`config.mk`:
```
export PLATFORM = sky130hd
export DESIGN_NAME = asi_usr_regs_flat
export DESIGN_NICKNAME = d
export VERILOG_FILES = /design/src/rtl/asi_pkg.sv /design/src/rtl/asi_usr_regs_if.sv /design/src/rtl/asi_rd_pipe.sv /design/src/rtl/asi_usr_regs.sv /design/src/flat_wrapper.sv
export SDC_FILE = /design/constraint.sdc
export NUM_CORES = 1
export LEC_CHECK = 0
export BUFFER_PORTS_ARGS = -buffer_cell sky130_fd_sc_hd__buf_2
export CORE_UTILIZATION = 59
export DETAILED_ROUTE_END_ITERATION = 10
export HOLD_SLACK_MARGIN = 0.03
export PLACE_DENSITY_LB_ADDON = 0.1
export SYNTH_ARGS = -nofsm -noshare
export SYNTH_HDL_FRONTEND = slang
export SYNTH_SLANG_ARGS = --single-unit
```
`constraint.sdc`:
```
create_clock -name usr_clk -period 1.85 [get_ports usr_clk]
set_input_delay 0.37 -clock usr_clk [delete_from_list [all_inputs] [get_ports usr_clk]]
set_output_delay 0.37 -clock usr_clk [all_outputs]
set_load 0.05 [all_outputs]
```
`src/rtl/asi_pkg.sv`:
```
// Shared constants for the ASI user register block.
// Register indices, CTRL/STATUS bit positions and default ID.
package asi_pkg;

    localparam int IDX_CTRL    = 0;
    localparam int IDX_STATUS  = 1;
    localparam int IDX_TIMER   = 2;
    localparam int IDX_ID      = 3;
    localparam int IDX_SCRATCH = 4;

    localparam int CTRL_TIMER_EN = 0;
    localparam int CTRL_IRQ_EN   = 1;
    localparam int ST_EVT        = 0;
    localparam int ST_ADDR_ERR   = 1;

    localparam logic [31:0] REG_ID_DEF = 32'h4153_4901;

    function automatic logic [31:0] strb_mask(input logic [3:0] s);
        return {{8{s[3]}}, {8{s[2]}}, {8{s[1]}}, {8{s[0]}}};
    endfunction

    function automatic logic [31:0] merge(
        input logic [31:0] old_v,
        input logic [31:0] new_v,
        input logic [31:0] mask
    );
        return (old_v & ~mask) | (new_v & mask);
    endfunction

endpackage

```
`src/rtl/asi_usr_regs_if.sv`:
```
// User-side register bus: shared write/read address, data and strobes.
// The master drives writes and addresses; the slave returns read data.
interface asi_usr_regs_if #(
    parameter int AXI_DW = 128,
    parameter int AXI_AW = 40
);
    logic [AXI_DW-1:0]   m_wdata;
    logic [AXI_DW/8-1:0] m_wstrb;
    logic                m_we;
    logic [AXI_AW-1:0]   m_addr;
    logic [AXI_DW-1:0]   m_rdata;

    modport master (
        output m_wdata, m_wstrb, m_we, m_addr,
        input  m_rdata
    );

    modport slave (
        input  m_wdata, m_wstrb, m_we, m_addr,
        output m_rdata
    );
endinterface

```
`src/rtl/asi_rd_pipe.sv`:
```
// Read-data delay line of DEPTH stages; DEPTH=0 is a pass-through.
// Output holds the last valid sample while no valid data emerges.
module asi_rd_pipe #(
    parameter int W     = 32,
    parameter int DEPTH = 2
) (
    input  logic         usr_clk,
    input  logic         usr_reset_n,
    input  logic         vld_i,
    input  logic [W-1:0] dat_i,
    output logic [W-1:0] dat_o
);
    logic         vld_l;
    logic [W-1:0] dat_l;
    logic [W-1:0] hold_q;

    generate
        if (DEPTH == 0) begin : g_pass
            assign vld_l = vld_i;
            assign dat_l = dat_i;
        end else begin : g_pipe
            logic [DEPTH-1:0] v_q;
            logic [W-1:0]     d_q [DEPTH];

            always_ff @(posedge usr_clk or negedge usr_reset_n) begin
                if (!usr_reset_n) begin
                    v_q <= '0;
                    for (int i = 0; i < DEPTH; i++) d_q[i] <= '0;
                end else begin
                    v_q[0] <= vld_i;
                    d_q[0] <= dat_i;
                    for (int i = 1; i < DEPTH; i++) begin
                        v_q[i] <= v_q[i-1];
                        d_q[i] <= d_q[i-1];
                    end
                end
            end

            assign vld_l = v_q[DEPTH-1];
            assign dat_l = d_q[DEPTH-1];
        end
    endgenerate

    always_ff @(posedge usr_clk or negedge usr_reset_n) begin
        if (!usr_reset_n) hold_q <= '0;
        else if (vld_l)   hold_q <= dat_l;
    end

    assign dat_o = vld_l ? dat_l : hold_q;

endmodule

```
`src/rtl/asi_usr_regs.sv`:
```
// User register file: CTRL, W1C STATUS, TIMER, ID, SCRATCH, delayed reads.
// Optional free-running timer built only with ASI_USR_REGS_TIMER_EN.
module asi_usr_regs
    import asi_pkg::*;
#(
    parameter int          AXI_DW  = 128,
    parameter int          AXI_AW  = 40,
    parameter int          SLV_WS  = 2,
    parameter int          REG_NUM = 16,
    parameter logic [31:0] REG_ID  = REG_ID_DEF
) (
    input  logic                 usr_clk,
    input  logic                 usr_reset_n,
    asi_usr_regs_if.slave        bus,
    input  logic                 evt_i,
    output logic                 irq,
    output logic [31:0]          ctrl_o
);
    localparam int LSB = $clog2(AXI_DW/8);
    localparam int IW  = $clog2(REG_NUM);

    logic [IW-1:0] idx;
    logic          oor;
    logic          wr_hit;
    logic [31:0]   wmask;
    logic [31:0]   wdat;
    logic          unused_bits;

    assign idx    = bus.m_addr[LSB +: IW];
    assign oor    = |bus.m_addr[AXI_AW-1:LSB+IW];
    assign wr_hit = bus.m_we & ~oor;
    assign wmask  = strb_mask(bus.m_wstrb[3:0]);
    assign wdat   = bus.m_wdata[31:0];

    assign unused_bits = ^{bus.m_addr[LSB-1:0],
                           bus.m_wdata[AXI_DW-1:32],
                           bus.m_wstrb[AXI_DW/8-1:4]};

    logic [31:0] ctrl_q, ctrl_d;
    logic [1:0]  status_q, status_d;
    logic        irq_q, irq_d;
    logic [31:0] scr_q [REG_NUM];
    logic [31:0] scr_d [REG_NUM];
    logic [31:0] tmr_val;
    logic [1:0]  st_clr;

    always_comb begin
        ctrl_d = ctrl_q;
        if (wr_hit && idx == IW'(IDX_CTRL))
            ctrl_d = merge(ctrl_q, wdat, wmask);
`ifndef ASI_USR_REGS_TIMER_EN
        ctrl_d[CTRL_TIMER_EN] = 1'b0;
`endif
    end

    // A same-cycle event set overrides a W1C clear of EVT.
    always_comb begin
        st_clr = 2'b00;
        if (wr_hit && idx == IW'(IDX_STATUS) && bus.m_wstrb[0])
            st_clr = wdat[1:0];
        status_d = status_q & ~st_clr;
        if (evt_i)             status_d[ST_EVT]      = 1'b1;
        if (bus.m_we && oor)   status_d[ST_ADDR_ERR] = 1'b1;
    end

    always_comb begin
        scr_d = scr_q;
        if (wr_hit && idx >= IW'(IDX_SCRATCH))
            scr_d[idx] = merge(scr_q[idx], wdat, wmask);
    end

    assign irq_d = status_q[ST_EVT] & ctrl_q[CTRL_IRQ_EN];

    always_ff @(posedge usr_clk or negedge usr_reset_n) begin
        if (!usr_reset_n) begin
            ctrl_q   <= '0;
            status_q <= '0;
            irq_q    <= 1'b0;
            for (int i = 0; i < REG_NUM; i++) scr_q[i] <= '0;
        end else begin
            ctrl_q   <= ctrl_d;
            status_q <= status_d;
            irq_q    <= irq_d;
            scr_q    <= scr_d;
        end
    end

`ifdef ASI_USR_REGS_TIMER_EN
    logic [31:0] timer_q, timer_d;

    assign timer_d = ctrl_q[CTRL_TIMER_EN] ? timer_q + 32'd1 : timer_q;

    always_ff @(posedge usr_clk or negedge usr_reset_n) begin
        if (!usr_reset_n) timer_q <= '0;
        else              timer_q <= timer_d;
    end

    assign tmr_val = timer_q;
`else
    assign tmr_val = '0;
`endif

    logic [31:0] rd_val;
    logic [31:0] rd_dat;

    always_comb begin
        rd_val = '0;
        if (!oor) begin
            unique case (1'b1)
                idx == IW'(IDX_CTRL):   rd_val = ctrl_q;
                idx == IW'(IDX_STATUS): rd_val = {30'd0, status_q};
                idx == IW'(IDX_TIMER):  rd_val = tmr_val;
                idx == IW'(IDX_ID):     rd_val = REG_ID;
                default:                rd_val = scr_q[idx];
            endcase
        end
    end

    asi_rd_pipe #(
        .W     (32),
        .DEPTH (SLV_WS)
    ) u_rd_pipe (
        .usr_clk     (usr_clk),
        .usr_reset_n (usr_reset_n),
        .vld_i       (~bus.m_we),
        .dat_i       (rd_val),
        .dat_o       (rd_dat)
    );

    assign bus.m_rdata = {{(AXI_DW-32){1'b0}}, rd_dat};
    assign irq         = irq_q;
    assign ctrl_o      = ctrl_q;

endmodule

```
`src/flat_wrapper.sv`:
```
// flat-port wrapper written by rule: the top's interface ports become plain ports
module asi_usr_regs_flat import asi_pkg::*;
#(
    parameter int          AXI_DW  = 128,
    parameter int          AXI_AW  = 40,
    parameter int          SLV_WS  = 2,
    parameter int          REG_NUM = 16,
    parameter logic [31:0] REG_ID  = REG_ID_DEF
)
  (usr_clk, usr_reset_n, evt_i, irq, ctrl_o, bus_m_wdata, bus_m_wstrb, bus_m_we, bus_m_addr, bus_m_rdata);
  asi_usr_regs_if #(.AXI_DW(AXI_DW), .AXI_AW(AXI_AW)) bus_i ();
  input  logic usr_clk;
  input  logic usr_reset_n;
  input  logic evt_i;
  output logic irq;
  output logic [31:0] ctrl_o;
  input wire logic [$bits(bus_i.m_wdata)-1:0] bus_m_wdata;
  input wire logic [$bits(bus_i.m_wstrb)-1:0] bus_m_wstrb;
  input wire logic [$bits(bus_i.m_we)-1:0] bus_m_we;
  input wire logic [$bits(bus_i.m_addr)-1:0] bus_m_addr;
  output wire logic [$bits(bus_i.m_rdata)-1:0] bus_m_rdata;
  assign bus_i.m_wdata = bus_m_wdata;
  assign bus_i.m_wstrb = bus_m_wstrb;
  assign bus_i.m_we = bus_m_we;
  assign bus_i.m_addr = bus_m_addr;
  assign bus_m_rdata = bus_i.m_rdata;
  asi_usr_regs #(.AXI_DW(AXI_DW), .AXI_AW(AXI_AW), .SLV_WS(SLV_WS), .REG_NUM(REG_NUM), .REG_ID(REG_ID)) u_core (.usr_clk(usr_clk), .usr_reset_n(usr_reset_n), .bus(bus_i), .evt_i(evt_i), .irq(irq), .ctrl_o(ctrl_o));
endmodule
```
### Word level (Yosys, flattened, before mapping)

Cells that the tools add are included.

| cells by class | value |
|---|---|
| $add $sub $neg | 0 |
| multiply operators | 0 |
| div/mod/pow operators | 0 |
| order comparisons | 3 |
| equal/unequal tests | 3 |
| shift operators | 0 |
| mux-type cells | 12 |
| bitwise logic cells | 13 |
| reduce and logical (&&, ||, !) cells | 8 |

Operator list:

| kind | count |
|---|---|
| bitwise mux 512 bit | 1 |
| two-way mux 32 bit | 5 |
| binary-select mux 32 bit (select 4 bit) | 1 |
| demux 32 bit (select 4 bit) | 1 |
| one-hot mux 32 bit (4 select lines) | 1 |
| bitwise AND 32 bit | 3 |
| OR 32 bit | 2 |
| inverter 32 bit | 1 |
| OR reduction 32 bit | 1 |
| equality test 4 x 2 -> 1 bit (second input constant) | 2 |
| logical AND 1 bit | 6 |
| >= comparator 5 bit (second input constant) | 1 |
| less-than comparator 5 x 1 -> 1 bit (second input constant) | 1 |
| inverter 4 -> 5 bit | 1 |
| equality test 4 x 1 -> 1 bit (second input constant) | 1 |
| >= comparator 4 x 3 -> 1 bit (second input constant) | 1 |
| zero test 4 bit | 1 |
| bitwise AND 1 bit | 2 |
| bitwise AND 2 bit | 1 |
| two-way mux 1 bit | 2 |
| two-way mux 2 bit | 1 |
| inverter 1 bit | 2 |
| inverter 2 bit | 1 |

| word-level totals | value |
|---|---|
| register bits | 644 |
| bits in latches | 0 |
| RAM bits | 0 |
| bits in read-only memories | 0 |
| bits of input ports | 188 |
| output and inout bits | 161 |
| logic and storage cells | 62 |
| memories kept | 0 |

### Depth between registers and ports, before layout

Gate-level depths: netlist of run 1.

| depth | value |
|---|---|
| word-level depth | 9 |
| depth in mapped cells | 8 |
| depth with buffers taken out | 4 |

### Modules after synthesis

A second synthesis of run 1 with hierarchy kept.

| second synthesis, totals | value |
|---|---|
| cell total of the unflattened synthesis | 2246 |
| area total of the unflattened synthesis | 29515.8 um^2 |

By module, submodules not included:

| module | instances | cells each | area an instance (um^2) |
|---|---|---|---|
| asi_usr_regs | 1 | 2112 | 26519.2 |
| asi_rd_pipe | 1 | 134 | 2996.6 |

### Least setup slack after synthesis of run 1

Ideal clock, no wire load.

| timing path | value |
|---|---|
| kind | in2reg |
| from | in bus_m_addr[18] |
| to | reg u_core.scr_q[33] (netlist bit) |
| library setup time | 0.125 ns |
| arrival | 2.154 ns |
| slack | -0.429 ns |
| stages | 6 |
| path buffers | 2 |
| cell sequence | nor4_2 nand4_2 buf_2 nor4_4 buf_4 mux2_2 |

| on the way | value |
|---|---|
| longest elaborated chain between the ends | 4 |

RTL lines:

| item | RTL line | text |
|---|---|---|
| start, declared | flat_wrapper.sv:20 | `input wire logic [$bits(bus_i.m_addr)-1:0] bus_m_addr;` |
| OR reduction 32 bit | asi_usr_regs.sv:30 | `assign oor = \|bus.m_addr[AXI_AW-1:LSB+IW];` |
| inverter 1 bit | asi_usr_regs.sv:31 | `assign wr_hit = bus.m_we & ~oor;` |
| bitwise AND 1 bit | asi_usr_regs.sv:31 |  |
| logical AND 1 bit | asi_usr_regs.sv:68 | `if (wr_hit && idx >= IW'(IDX_SCRATCH))` |
| end signal, assigned | asi_usr_regs.sv:84 | `scr_q <= scr_d;` |
| end, declared | asi_usr_regs.sv:42 | `logic [31:0] scr_q [REG_NUM];` |

Every way passes these cells.
A chain may end at the register's enable or synchronous reset.

### Worst setup path after layout of run 1

| timing path | value |
|---|---|
| from | reg u_core.u_rd_pipe.g_pipe.v_q[1] |
| to | out bus_m_rdata[25] |

| on the way | value |
|---|---|
| longest elaborated chain between the ends | 1 |

RTL lines:

| item | RTL line | text |
|---|---|---|
| start, declared | asi_rd_pipe.sv:22 | `logic [DEPTH-1:0] v_q;` |
| start signal, assigned by index | asi_rd_pipe.sv:33 | `v_q[i] <= v_q[i-1];` |
| two-way mux 32 bit | asi_rd_pipe.sv:49 | `assign dat_o = vld_l ? dat_l : hold_q;` |
| end, declared | flat_wrapper.sv:21 | `output wire logic [$bits(bus_i.m_rdata)-1:0] bus_m_rdata;` |

Every way passes these cells.

==> results of run 1 <==
layout by cell type (no fill, tap or decap), types with 9 or more instances in the layout:
cell type,instances
sky130_fd_sc_hd__clkbuf_16,71
sky130_fd_sc_hd__a211o_1,9
sky130_fd_sc_hd__nand3_1,23
sky130_fd_sc_hd__mux2i_1,173
sky130_fd_sc_hd__a32oi_1,48
sky130_fd_sc_hd__mux2_4,28
sky130_fd_sc_hd__nor4_4,21
sky130_fd_sc_hd__inv_1,10
sky130_fd_sc_hd__mux2_1,37
sky130_fd_sc_hd__a211oi_1,11
sky130_fd_sc_hd__buf_12,65
sky130_fd_sc_hd__dfrtp_1,643
sky130_fd_sc_hd__conb_1,97
sky130_fd_sc_hd__a22oi_1,80
sky130_fd_sc_hd__a31oi_1,256
sky130_fd_sc_hd__clkbuf_8,16
sky130_fd_sc_hd__clkinv_2,10
sky130_fd_sc_hd__a32o_1,28
sky130_fd_sc_hd__buf_4,246
sky130_fd_sc_hd__buf_2,104
sky130_fd_sc_hd__nand2_1,54
sky130_fd_sc_hd__buf_6,26
sky130_fd_sc_hd__mux2_2,275
sky130_fd_sc_hd__a21oi_1,30
sky130_fd_sc_hd__mux4_2,53
metrics by stage:
stage	instances	area [um2]	util [%]
final	3183	35300	72.2
after global routing	3183	35300	72.2
after CTS	3179	35200	72.0
after detailed placement	3048	32400	66.3
after global placement	3048	32400	66.3
after floorplan	2344	29700	-
power by group:
| part | internal (W) | switching, W | total (W) |
|---|---|---|---|
| logic | 0.000897 | 0.00184 | 0.00274 |
| clock network | 0.00848 | 0.00556 | 0.0140 |
| registers | 0.0141 | 0.00000159 | 0.0141 |
| total | 0.0235 | 0.00740 | 0.0309 |
synthesized netlist by cell type (all sizes together), types with 2 or more instances:
library cell | number | area (um2)
nor4 | 22 | 287
and3 | 4 | 25.0
inv | 10 | 37.5
dfrtp | 644 | 16100
nor2b | 9 | 56.3
nor3 | 7 | 73.8
a211oi | 11 | 82.6
o21a | 2 | 15.0
nand4 | 5 | 43.8
a22oi | 80 | 601
a32o | 28 | 280
mux2 | 340 | 3830
nand2b | 4 | 25.0
buf | 174 | 1120
a41o | 2 | 20.0
o31ai | 2 | 15.0
a31oi | 256 | 1600
mux2i | 173 | 1730
clkbuf | 229 | 860
a41oi | 2 | 17.5
and4 | 2 | 17.5
mux4 | 53 | 1190
nand2 | 54 | 203
a22o | 5 | 43.8
a32oi | 49 | 429
a211o | 9 | 78.8
o31a | 2 | 17.5
a21oi | 30 | 150
and2 | 5 | 31.3
nor2 | 7 | 26.3
nand3 | 23 | 115
repair_timing:
| action | in CTS | in global routing |
|---|---|---|
| hold buffers | 8 | 0 |
| endpoints found under the hold margin | 125 | 0 |
| buffers inserted | 2 | 3 |
| gates cloned | 3 | 0 |
| endpoints found under the setup margin | 35 | 40 |
| gates resized for setup | 87 | 18 |
final timing paths:
| path | endpoint | slack [ps] | from | cells after the start |
|---|---|---|---|---|
| setup / recovery | bus_m_rdata[25] | -340 | u_core.u_rd_pipe.g_pipe.v_q[1] | 4 |
| max in group asynchronous | u_core.scr_q[236] | 830 | usr_reset_n | 4 |
| hold / removal | register | 60 | bus_m_wdata[9] | 2 |
| setup reg to reg | u_core.u_rd_pipe.g_pipe.d_q[60] | 30 | u_core.scr_q[284] | 4 |
| hold reg to reg | u_core.u_rd_pipe.dat_l[8] | 340 | u_core.u_rd_pipe.g_pipe.d_q[40] | 0 |
| min in group asynchronous | u_core.scr_q[314] | 180 | usr_reset_n | 2 |
layout make-up:
| cell class | count | area share, % |
|---|---|---|
| Timing Repair Buffer | 459 | 12.0 |
| Tap cell | 664 | 2.36 |
| Multi-Input combinational cell | 1287 | 33.2 |
| Inverter | 10 | 0.106 |
| Clock inverter | 24 | 0.834 |
| Antenna cell | 1 | 0.00710 |
| Sequential cell | 644 | 45.7 |
| Clock buffer | 94 | 5.74 |
per-layer routing:
metal	part of all wire, %	up-vias	track usage [%]	wire, um
li1	-	8635	-	-
met1	43	10256	46.3	34100
met2	46	912	47.9	36200
met3	7.6	177	6.44	5990
met4	3.0	6	10.7	2360
met5	0.052	-	0	41
logic make-up after synthesis:
logic type             count (synthesis)
AOI/OAI and AO/OA                    480
muxes                                566
other                                  1
DFF                                  644
buffers and inverters                413
and+or+nand+nor                      144
worst register-to-register path, stage by stage (launching register included):
cell                      delay, ps
sky130_fd_sc_hd__dfrtp_1        380
sky130_fd_sc_hd__mux4_2         460
sky130_fd_sc_hd__mux2_2         360
sky130_fd_sc_hd__a32oi_1        280
sky130_fd_sc_hd__a21oi_1        180
state kept, by name, indices dropped and copies added, names as in the netlist, named ones only:
signal / count
u_core.irq: 1
u_core.scr_q: 512
u_core.status_q: 2
u_core.u_rd_pipe.dat_l: 32
u_core.u_rd_pipe.g_pipe.d_q: 32
u_core.u_rd_pipe.g_pipe.v_q: 2
u_core.u_rd_pipe.hold_q: 32
==> results, run 1 <==
- The run finished, with violations left.
- The final reports fail on negative setup slack.
- The count of unique library cells instantiated by Yosys is 44.
- The total overflow left after global routing is 0.
- The cell count after synthesis is 2248.
- The portion of netlist area occupied by mux cells is 23.2%.
- For this design, the sink count on the clock tree is 644.
- The maximum net fanout on the critical path is 7.
- The post-route worst hold slack is 59.0 ps.
- The number of buffers and inverters on the critical path is 3.
- The share of the cycle needed by the critical path after routing is 119%.
- The congestion estimate from routability-driven global placement came to 0.952.
- The overall power consumption is 0.0309 W.
- The maximum buffer depth of the clock tree is 3.
- The final-report max-slew violation count came to 0.
- In the final layout, the multi-input gates occupy 11700 um2.
- Summing every instance area after synthesis gives approximately 29000 um2.
- The critical path arrival is about 1800 ps.
- The floorplan step set the die width to about 220 um.
- The number of max-cap violations is 0.
- The number of detailed-routing iterations run before antenna repair is 6.
- Buffers placed on the I/O ports in this run total 139.
- For this block, the routed nets add up to 78700 um of wire.
- The core footprint is 48800 um2.
- Counting I/O delays and the setup requirement, the final critical path takes around 2200 ps.
- The count of nets after finishing is 2659.
- The clock tree root driver cell is sky130_fd_sc_hd__clkbuf_16.
- Between clock sinks in the finished design, the worst skew comes to 15.7 ps.
- Summed over all nets, the half-perimeter wirelength after detailed placement is 53100 um.
- The highest clock rate is around 460 MHz.
- In this run, the number of DRC markers left after iteration 0 of detailed routing was 1899.
- The areal power density over the cells is 875 nW/um2.
- After synthesis, the largest family of logic cells by area is multiplexers.
- The static power due to leakage is 17.3 nW.
- The cell with the largest stage delay on the worst path is sky130_fd_sc_hd__dfrtp_2.
- For the worst-skew pair, the clock arrives at the later sink with an insertion delay of 600 ps.
- The count of final hold-check violations is 0.
- In this run the tightest slew margin relative to its limit is 58.9%.
- The worst ir drop on vdd is between 600 and 700 uV.
- The critical path goes through buf_12 > buf_16 > mux2_4 > buf_6.
- The first-pass GRT wire length is between 100000 and 150000 um.
- Setup repair after global routing could not meet its margin everywhere.
- The start-to-end type of the worst setup path is reg -> out.
- The post-route antenna net violation count is 0.
- At the pin with the least slew margin, the transition time is around 620 ps.
- The initial antenna violation count was 4.
- 349 I/O pins were placed.
- The setup total negative slack is -10520 ps.
- The combined flip-flop and latch cell area is about 16000 um2.
- The floorplan die height is 224 um.
- In this run, synthesis produced a sequential element count of around 640.
- The synthesized netlist devotes 0% of its cell area to XOR and XNOR gates.
- The pre-CTS setup slack is -624 ps.
- Counting flops with a built-in enable in the synthesized netlist gives 0.
- The longest individual stage delay on the worst path is 420 ps.
- The pin count of the biggest net entering global routing is 72.
- The share of synthesized area occupied by flip-flops and latches is 55.2%.
- The full die area is slightly above 50000 um2.
- The number of remaining DRC errors is 0.
- The total routing usage reported by global routing is 31.8%.
- Of the total synthesized cell area, the portion taken by full adders, half adders and majority gates is 0%.
- For this run, asynchronously set or reset flops after synthesis account for 100%.
- The endpoint type of the worst setup path is a primary output.
- The synthesized netlist devotes between 10% and 20% of its cell area to compound gates.
- The via density per instance is 6.28.
- The critical path required time is 1480 ps.
- The simple-gate area share of the yosys netlist is 3.14%.
- STA classifies the critical path startpoint as a register.
- After clock tree synthesis, the clock-pin slew on the worst setup and hold paths is about 60 ps.
- The via count of the first global-routing pass is 20272.
- The filler cell count in the final layout is 3296.
- Dividing the detail-routed wire length by the instance count gives 24.7 um.
- The most used flip-flop cell after synthesis is sky130_fd_sc_hd__dfrtp_1.
- TritonCTS created 69 clock buffers.
- Across all setup checks in the final design, the least slack found is -344 ps.
- The cell family contributing the most delay on the critical path is buffers and inverters.
- A synthesized cell averages 13.0 um2.
- Detailed routing inserted a total of 19986 vias.
- The number of H-tree branching levels is 3.
- The share of post-route cells with drive strength above 1 is 37.9%.
- From synthesis to final layout, the design area changed by 20.8%.
- The CTS tree is done.
- During synthesis, Yosys emitted a total of 0 warnings.
- Setup violations remaining at the end of the flow were counted as 32.
- Once the floorplan was initialized, standard cells occupied 59.7% of the core.
- The class of the worst hold path is in -> reg.
- The initialized floorplan defines 81 standard-cell rows.
(Power assumes the default switching activity.)
==> run 2, diff against run 1 <==
--- a/config.mk
+++ b/config.mk
@@ -6,7 +6,8 @@
 export NUM_CORES = 1
 export LEC_CHECK = 0
 export BUFFER_PORTS_ARGS = -buffer_cell sky130_fd_sc_hd__buf_2
-export CORE_UTILIZATION = 59
+export CAP_MARGIN = 20
+export CORE_UTILIZATION = 40
 export DETAILED_ROUTE_END_ITERATION = 10
 export HOLD_SLACK_MARGIN = 0.03
 export PLACE_DENSITY_LB_ADDON = 0.1
==> results, run 2 (synthesis results as in run 1) <==
- The run finished, with violations left.
- The final reports fail on negative setup slack.
- The number of H-tree branching levels is 3 (unchanged).
- The critical path goes through buf_12 > mux2_2 > buf_6.
- The full die area was 74000 um2 (+47%).
- The filler cell count in the final layout is 6266 (+90%).
- The count of nets after finishing is 2679 (+0.75%).
- The post-route cell area is 36000 um2 (+2.1%).
- The worst setup slack after layout is -282 ps (+61.2 ps).
- The critical path arrival is 1760 ps (-60 ps).
- The worst ir drop on vdd is 547 uV (-21%).
- The clock sink total is 644 (unchanged).
- The post-route worst hold slack was 63.4 ps (+4.38 ps).
- The post-detailed-placement cell area came to 33000 um2 (+1.9%).
- The die outline width is 272 um (+21%).
- The endpoint type of the worst setup path is a primary output.
- The register with the most flip-flops in the final layout is u_core.scr_q.
- The maximum net fanout on the critical path is 16 (+9).
- The pin count of the biggest net entering global routing is 77 (+6.9%).
- The final-report max-slew violation count is 0 (unchanged).
- The post-detailed-routing wire length is 85600 um (+8.7%).
- The mean routed wirelength per cell is 24.4 um (-1.1%).
- The number of buffers and inverters on the critical path is 2 (-1).
- The areal power density over the cells is 899 nW/um2 (+2.7%).
- The number of rows created at floorplan is 98 (+21%).
- The clock latency at the later pin of the worst-skew pair is 620 ps (+20 ps).
- TritonCTS built the clock tree.
- The number of buffers inserted during clock tree synthesis is 73 (+5.8%).
- In the layout the commonest cells are 643 x sky130_fd_sc_hd__dfrtp_1, 283 x sky130_fd_sc_hd__mux2_2, 256 x sky130_fd_sc_hd__a31oi_1.
- Setup repair after global routing could not meet its margin everywhere.
- The slew at the pin closest to its max-slew limit is 1020 ps (+406 ps).
- The clock-pin slew on the worst setup and hold paths is 60 ps (about the same).
- STA classifies the critical path startpoint as a register.
- The count of final hold-check violations is 0 (unchanged).
- The via density per instance is 5.60 (-11%).
- The cell sitting at the root of the clock tree is a sky130_fd_sc_hd__clkbuf_16.
- The share of the cycle needed by the critical path after routing is 115% (-3.3 points).
- The I/O pin count is 349 (unchanged).
- The core footprint is 71900 um2 (+47%).
- The number of flip-flops in the largest register is 512 (unchanged).
- The class of the worst hold path is in -> reg.
- From synthesis to final layout, the design area changed by 23.4%.
- The number of detailed-routing iterations run before antenna repair is 5 (-1).
- The total overflow reported by the global router was 0 (unchanged).
- The total number of vias is 19605 (-1.9%).
- The post-route antenna net violation count is 0 (unchanged).
- The count of buffers inserted at the top-level ports is 139 (unchanged).
- The maximum buffer depth of the clock tree is 3 (unchanged).
- The share of post-route cells with drive strength above 1 is 38.4% (+0.43 points).
- The effective utilization at floorplan is 40.6% (-19 points).
- The start-to-end type of the worst setup path is reg -> out.
- The static power due to leakage is 17.5 nW (+0.99%).
- The final setup violation count is 32 (unchanged).
- The post-layout minimum cycle time is 2130 ps (-61.2 ps).
- The placer's final routability congestion estimate is 0.871 (-8.5%).
- The longest individual stage delay on the worst path is 410 ps (about the same).
- The floorplan die height is 272 um (+21%).
- The first-pass GRT wire length was 130000 um (+7.7%).
- The headroom to the max-slew limit is 31.6% (-27 points).
- Leaving out fill and tap cells, the most frequent cell in the layout is sky130_fd_sc_hd__dfrtp_1.
- The number of remaining DRC errors is 0 (unchanged).
- The cell with the largest stage delay on the worst path is sky130_fd_sc_hd__dfrtp_2.
- The total routing usage reported by global routing is 23.3% (-8.5 points).
- The cell family contributing the most delay on the critical path is flip-flops.
- The highest clock rate is 469 MHz (+2.9%).
- The number of max-cap violations came to 0 (unchanged).
- The first-iteration detailed-routing DRC count came to 1510 (-20%).
- The via count of the first global-routing pass is 20366 (+0.46%).
- The critical path required time came to 1480 ps (about the same).
- The pre-CTS setup slack was -603 ps (+20.9 ps).
- The HPWL after detailed placement was 58600 um (+10%).
- The initial antenna violation count is 0 (-4).
- The setup clock skew after layout is 28.3 ps (+12.6 ps).
run 2: changes by cell type in the layout (fill, tap and decap cells not counted), moves of 5 or more:
cell,delta
sky130_fd_sc_hd__buf_12,+7
sky130_fd_sc_hd__buf_4,+7
sky130_fd_sc_hd__buf_6,+6
sky130_fd_sc_hd__buf_8,-5
sky130_fd_sc_hd__bufinv_16,+5
sky130_fd_sc_hd__clkbuf_1,+5
sky130_fd_sc_hd__mux2_2,+8
sky130_fd_sc_hd__mux2_4,-8
run 2: routing by layer:
metal  wire length [um]  global-route usage [%]  up-vias
met5                  0                       0        -
met2              38300                    34.9      686
met1              40000                    34.4    10119
met4               1630                    6.12        0
li1                   -                       -     8676
met3               5630                    4.37      124
run 2: power by group:
group | leakage, nW | total, W | internal, W | switching [W]
combinational | 7.21 | 0.00286 | 0.000966 | 0.00189
clock | 1.27 | 0.0154 | 0.00956 | 0.00585
sequential | 8.99 | 0.0141 | 0.0141 | 0.00000217
total | 17.5 | 0.0324 | 0.0246 | 0.00775
run 2: cell type report:
type | instances | area [um2] | area share (%)
diodes | 2 | 5.00 | 0.0139
clock buffers | 102 | 2130 | 5.91
clock inverters | 29 | 438 | 1.22
inverters | 10 | 37.5 | 0.104
multi-input cells | 1287 | 11700 | 32.5
flip-flops and latches | 644 | 16100 | 44.8
well taps | 950 | 1190 | 3.30
repair buffers | 475 | 4370 | 12.1
run 2: repair_timing:
| item | 4_1_cts | 5_1_grt |
|---|---|---|
| pin swaps | 0 | 1 |
| setup endpoints to repair | 32 | 65 |
| cloned | 0 | 0 |
| endpoints found under the hold margin | 148 | 0 |
| hold buffers | 12 | 0 |
| buffers inserted | 0 | 0 |
| resized for setup | 80 | 10 |
run 2: path summary, 6_finish.rpt:
| kind | to | cells after the start | slack, ps | startpoint |
|---|---|---|---|---|
| max in group asynchronous | u_core.scr_q[192] | 4 | 840 | usr_reset_n |
| min in group asynchronous | u_core.scr_q[336] | 2 | 250 | usr_reset_n |
| min reg2reg | u_core.u_rd_pipe.dat_l[16] | 0 | 330 | u_core.u_rd_pipe.g_pipe.d_q[48] |
| max | bus_m_rdata[14] | 3 | -280 | u_core.u_rd_pipe.g_pipe.v_q[1] |
| min | register | 2 | 60 | bus_m_wdata[10] |
| max reg2reg | u_core.u_rd_pipe.g_pipe.d_q[55] | 4 | 110 | u_core.scr_q[375] |
run 2: stage by stage:
| stage | instances | utilization [%] | total power (W) | TNS (ps) |
|---|---|---|---|---|
| 2_1_floorplan | 2344 | - | 0.0158 | -83420 |
| 3_3_place_gp | 3354 | 45.9 | 0.0171 | -208160 |
| 3_5_place_dp | 3354 | 45.9 | 0.0172 | -215640 |
| 4_1_cts | 3497 | 50.0 | 0.0327 | -9440 |
| 5_1_grt | 3497 | 50.1 | 0.0335 | -9460 |
| 6_report | 3499 | 50.1 | 0.0324 | -7950 |
==> run 3, diff against run 2 <==
--- a/config.mk
+++ b/config.mk
@@ -8,6 +8,7 @@
 export BUFFER_PORTS_ARGS = -buffer_cell sky130_fd_sc_hd__buf_2
 export CAP_MARGIN = 20
 export CORE_UTILIZATION = 40
+export CTS_BUF_LIST = sky130_fd_sc_hd__clkbuf_4 sky130_fd_sc_hd__clkbuf_8
 export DETAILED_ROUTE_END_ITERATION = 10
 export HOLD_SLACK_MARGIN = 0.03
 export PLACE_DENSITY_LB_ADDON = 0.1
==> results, run 3 (synthesis results as in run 1) <==
- The run finished, with violations left.
- The final reports fail on negative setup slack.
- The die outline width is 272 um (unchanged).
- STA classifies the critical path endpoint as a primary output.
- Leaving out fill and tap cells, the most frequent cells in the layout are 637 x sky130_fd_sc_hd__dfrtp_1, 283 x sky130_fd_sc_hd__mux2_2, 265 x sky130_fd_sc_hd__buf_4.
- The share of post-route cells with drive strength above 1 was 40.3% (+1.9 points).
- The critical path required time is 1480 ps (about the same).
- The CTS tree is done.
- The I/O pin count is 349 (unchanged).
- The number of buffers inserted during clock tree synthesis is 111 (+52%).
- The final-report max-slew violation count was 0 (unchanged).
- The startpoint type of the worst setup path is a register.
- The number of max-cap violations is 0 (unchanged).
- The setup total negative slack is -11120 ps (-3180 ps).
- The critical path goes through buf_12 > mux2_2 > buf_6.
- The longest individual stage delay on the worst path was 410 ps (about the same).
- The HPWL after detailed placement is 58600 um (unchanged).
- The post-detailed-routing wire length is 86000 um (+0.57%).
- The maximum net fanout on the critical path was 16 (unchanged).
- The placer's final routability congestion estimate came to 0.871 (unchanged).
- The total overflow reported by the global router is 0 (unchanged).
- The count of buffers added by post-CTS timing repair for setup was 0 (unchanged).
- The pre-CTS setup slack is -603 ps (unchanged).
- The number of H-tree branching levels is 3 (unchanged).
- The count of non-filler cells in the finished layout came to 3590 (+2.6%).
- The highest clock rate was 449 MHz (-4.3%).
- The pin count of the biggest net entering global routing came to 77 (unchanged).
- The routed wire length on met3 is 5490 um (-2.5%).
- The total number of vias is 19992 (+2.0%).
- The total instance count after detailed placement is 3354 (unchanged).
- The first-iteration detailed-routing DRC count is 1580 (+4.6%).
- The via density per instance was 5.57 (-0.61%).
- The maximum buffer depth of the clock tree is 3 (unchanged).
- The via count of the first global-routing pass is 20822 (+2.2%).
- The slowest stage of the critical path is the sky130_fd_sc_hd__dfrtp_2 cell.
- The post-layout minimum cycle time is 2230 ps (+96.4 ps).
- The clock sink total is 644 (unchanged).
- The slew at the pin closest to its max-slew limit was 984 ps (-39.0 ps).
- The core footprint is 71900 um2 (unchanged).
- The static power due to leakage is 17.6 nW (+0.50%).
- The first-pass GRT wire length is 131000 um (+0.80%).
- The total routed wire length on the met1 layer is 40100 um (+0.31%).
- The min-delay analysis places its worst path in the category in -> reg.
- The clock-pin slew on the worst setup and hold paths is 60 ps (about the same).
- The number of detailed-routing iterations run before antenna repair came to 6 (+1).
- The number of rows created at floorplan came to 98 (unchanged).
- The register containing the most flip-flops in the final layout is u_core.scr_q.
- The share of the cycle needed by the critical path after routing came to 120% (+5.2 points).
- The initial antenna violation count is 1 (+1).
- The number of remaining DRC errors came to 0 (unchanged).
- The clock latency at the later pin of the worst-skew pair was 700 ps (+80 ps).
- The most frequent standard cell in the layout excluding fill and tap cells is sky130_fd_sc_hd__dfrtp_1.
- The met2 wirelength from detailed routing is 38800 um (+1.1%).
- The total routing usage reported by global routing is 23.4% (+0.14 points).
- The full die area is 74000 um2 (unchanged).
- The mean routed wirelength per cell is 24.0 um (-2.0%).
- The setup clock skew after layout is 32.5 ps (+4.24 ps).
- The worst ir drop on vdd is 428 uV (-22%).
- The headroom to the max-slew limit is 34.2% (+2.6 points).
- The effective utilization at floorplan was 40.6% (unchanged).
- The final setup violation count is 32 (unchanged).
- The areal power density over the cells was 847 nW/um2 (-5.8%).
- The highest metal layer with signal wires is met4.
- The worst setup slack after layout is -379 ps (-96.4 ps).
- The layout overhead on the synthesized area is 23.6%.
- The count of nets after finishing was 2739 (+2.2%).
- The tree is rooted in a sky130_fd_sc_hd__clkbuf_8.
- The count of final hold-check violations is 0 (unchanged).
- The critical path arrival is 1860 ps (+100 ps).
- The number of flip-flops in the largest register is 512 (unchanged).
- The worst setup path is of the reg -> out kind.
- The floorplan die height is 272 um (unchanged).
- The post-route antenna net violation count is 0 (unchanged).
- Setup repair after global routing could not meet its margin everywhere.
- The count of buffers inserted at the top-level ports was 139 (unchanged).
## run 3: changes by cell type in the layout (fill, tap and decap cells not counted), moves of 11 or more
cell,previous run,this run
sky130_fd_sc_hd__clkbuf_1,12,0
sky130_fd_sc_hd__buf_2,104,93
sky130_fd_sc_hd__clkbuf_4,0,35
sky130_fd_sc_hd__dlygate4sd3_1,12,34
sky130_fd_sc_hd__clkbuf_8,15,147
sky130_fd_sc_hd__buf_4,253,265
sky130_fd_sc_hd__bufinv_16,11,0
sky130_fd_sc_hd__clkbuf_16,75,0
## run 3: final cells by class
type | instances | area [um2]
Antenna cell | 1 | 2.50
Clock buffer | 182 | 2290
Clock inverter | 19 | 103
Fill cell | 6318 | 35800
Inverter | 10 | 37.5
Multi-Input combinational cell | 1287 | 11700
Sequential cell | 644 | 16100
Tap cell | 950 | 1190
Timing Repair Buffer | 497 | 4620
## run 3: per-layer routing
layer / up-vias / global-route usage (%)
met2: 737 / 35.2
met4: 0 / 6.90
li1: 8803 / -
met1: 10330 / 34.4
met5: - / 0
met3: 122 / 4.19
## run 3: power breakdown
part | internal (W) | switching [W]
logic | 0.000995 | 0.00190
clock network | 0.00775 | 0.00580
registers | 0.0141 | 0.00000217
## run 3: what timing repair did
action | in CTS | in global routing
cloned | 0 | 0
setup endpoints to repair | 43 | 35
resized for setup | 97 | 7
hold endpoints to repair | 375 | 0
hold buffers | 34 | 0
## run 3: worst max-delay path, delay by kind of cell (launching register included)
family | cells | cell delay (ps)
muxes | 1 | 390
buffers and inverters | 2 | 350
DFF | 1 | 410
## run 3: through the flow
step	instance area (um2)	hold slack [ps]	util [%]	total power [W]
floorplan	29700	74.4	-	0.0158
global placement	33000	291	45.9	0.0171
detailed placement	33000	292	45.9	0.0172
CTS	36000	67.4	50.1	0.0310
global route	36100	133	50.2	0.0318
finish	36100	148	50.2	0.0306
## run 3: path summary, 6_finish.rpt
| check | startpoint | end | slack [ps] | depth (start not counted) |
|---|---|---|---|---|
| worst max-delay path | u_core.u_rd_pipe.g_pipe.v_q[1] | bus_m_rdata[14] | -380 | 3 |
| worst min register to register | u_core.u_rd_pipe.g_pipe.d_q[61] | u_core.u_rd_pipe.dat_l[29] | 340 | 0 |
| worst min-delay path | bus_m_we | u_core.u_rd_pipe.g_pipe.v_q[0] | 150 | 3 |
| min in group asynchronous | usr_reset_n | u_core.scr_q[304] | 170 | 2 |
| worst max register to register | u_core.scr_q[343] | u_core.u_rd_pipe.g_pipe.d_q[55] | 90 | 4 |
| max in group asynchronous | usr_reset_n | u_core.scr_q[133] | 920 | 4 |
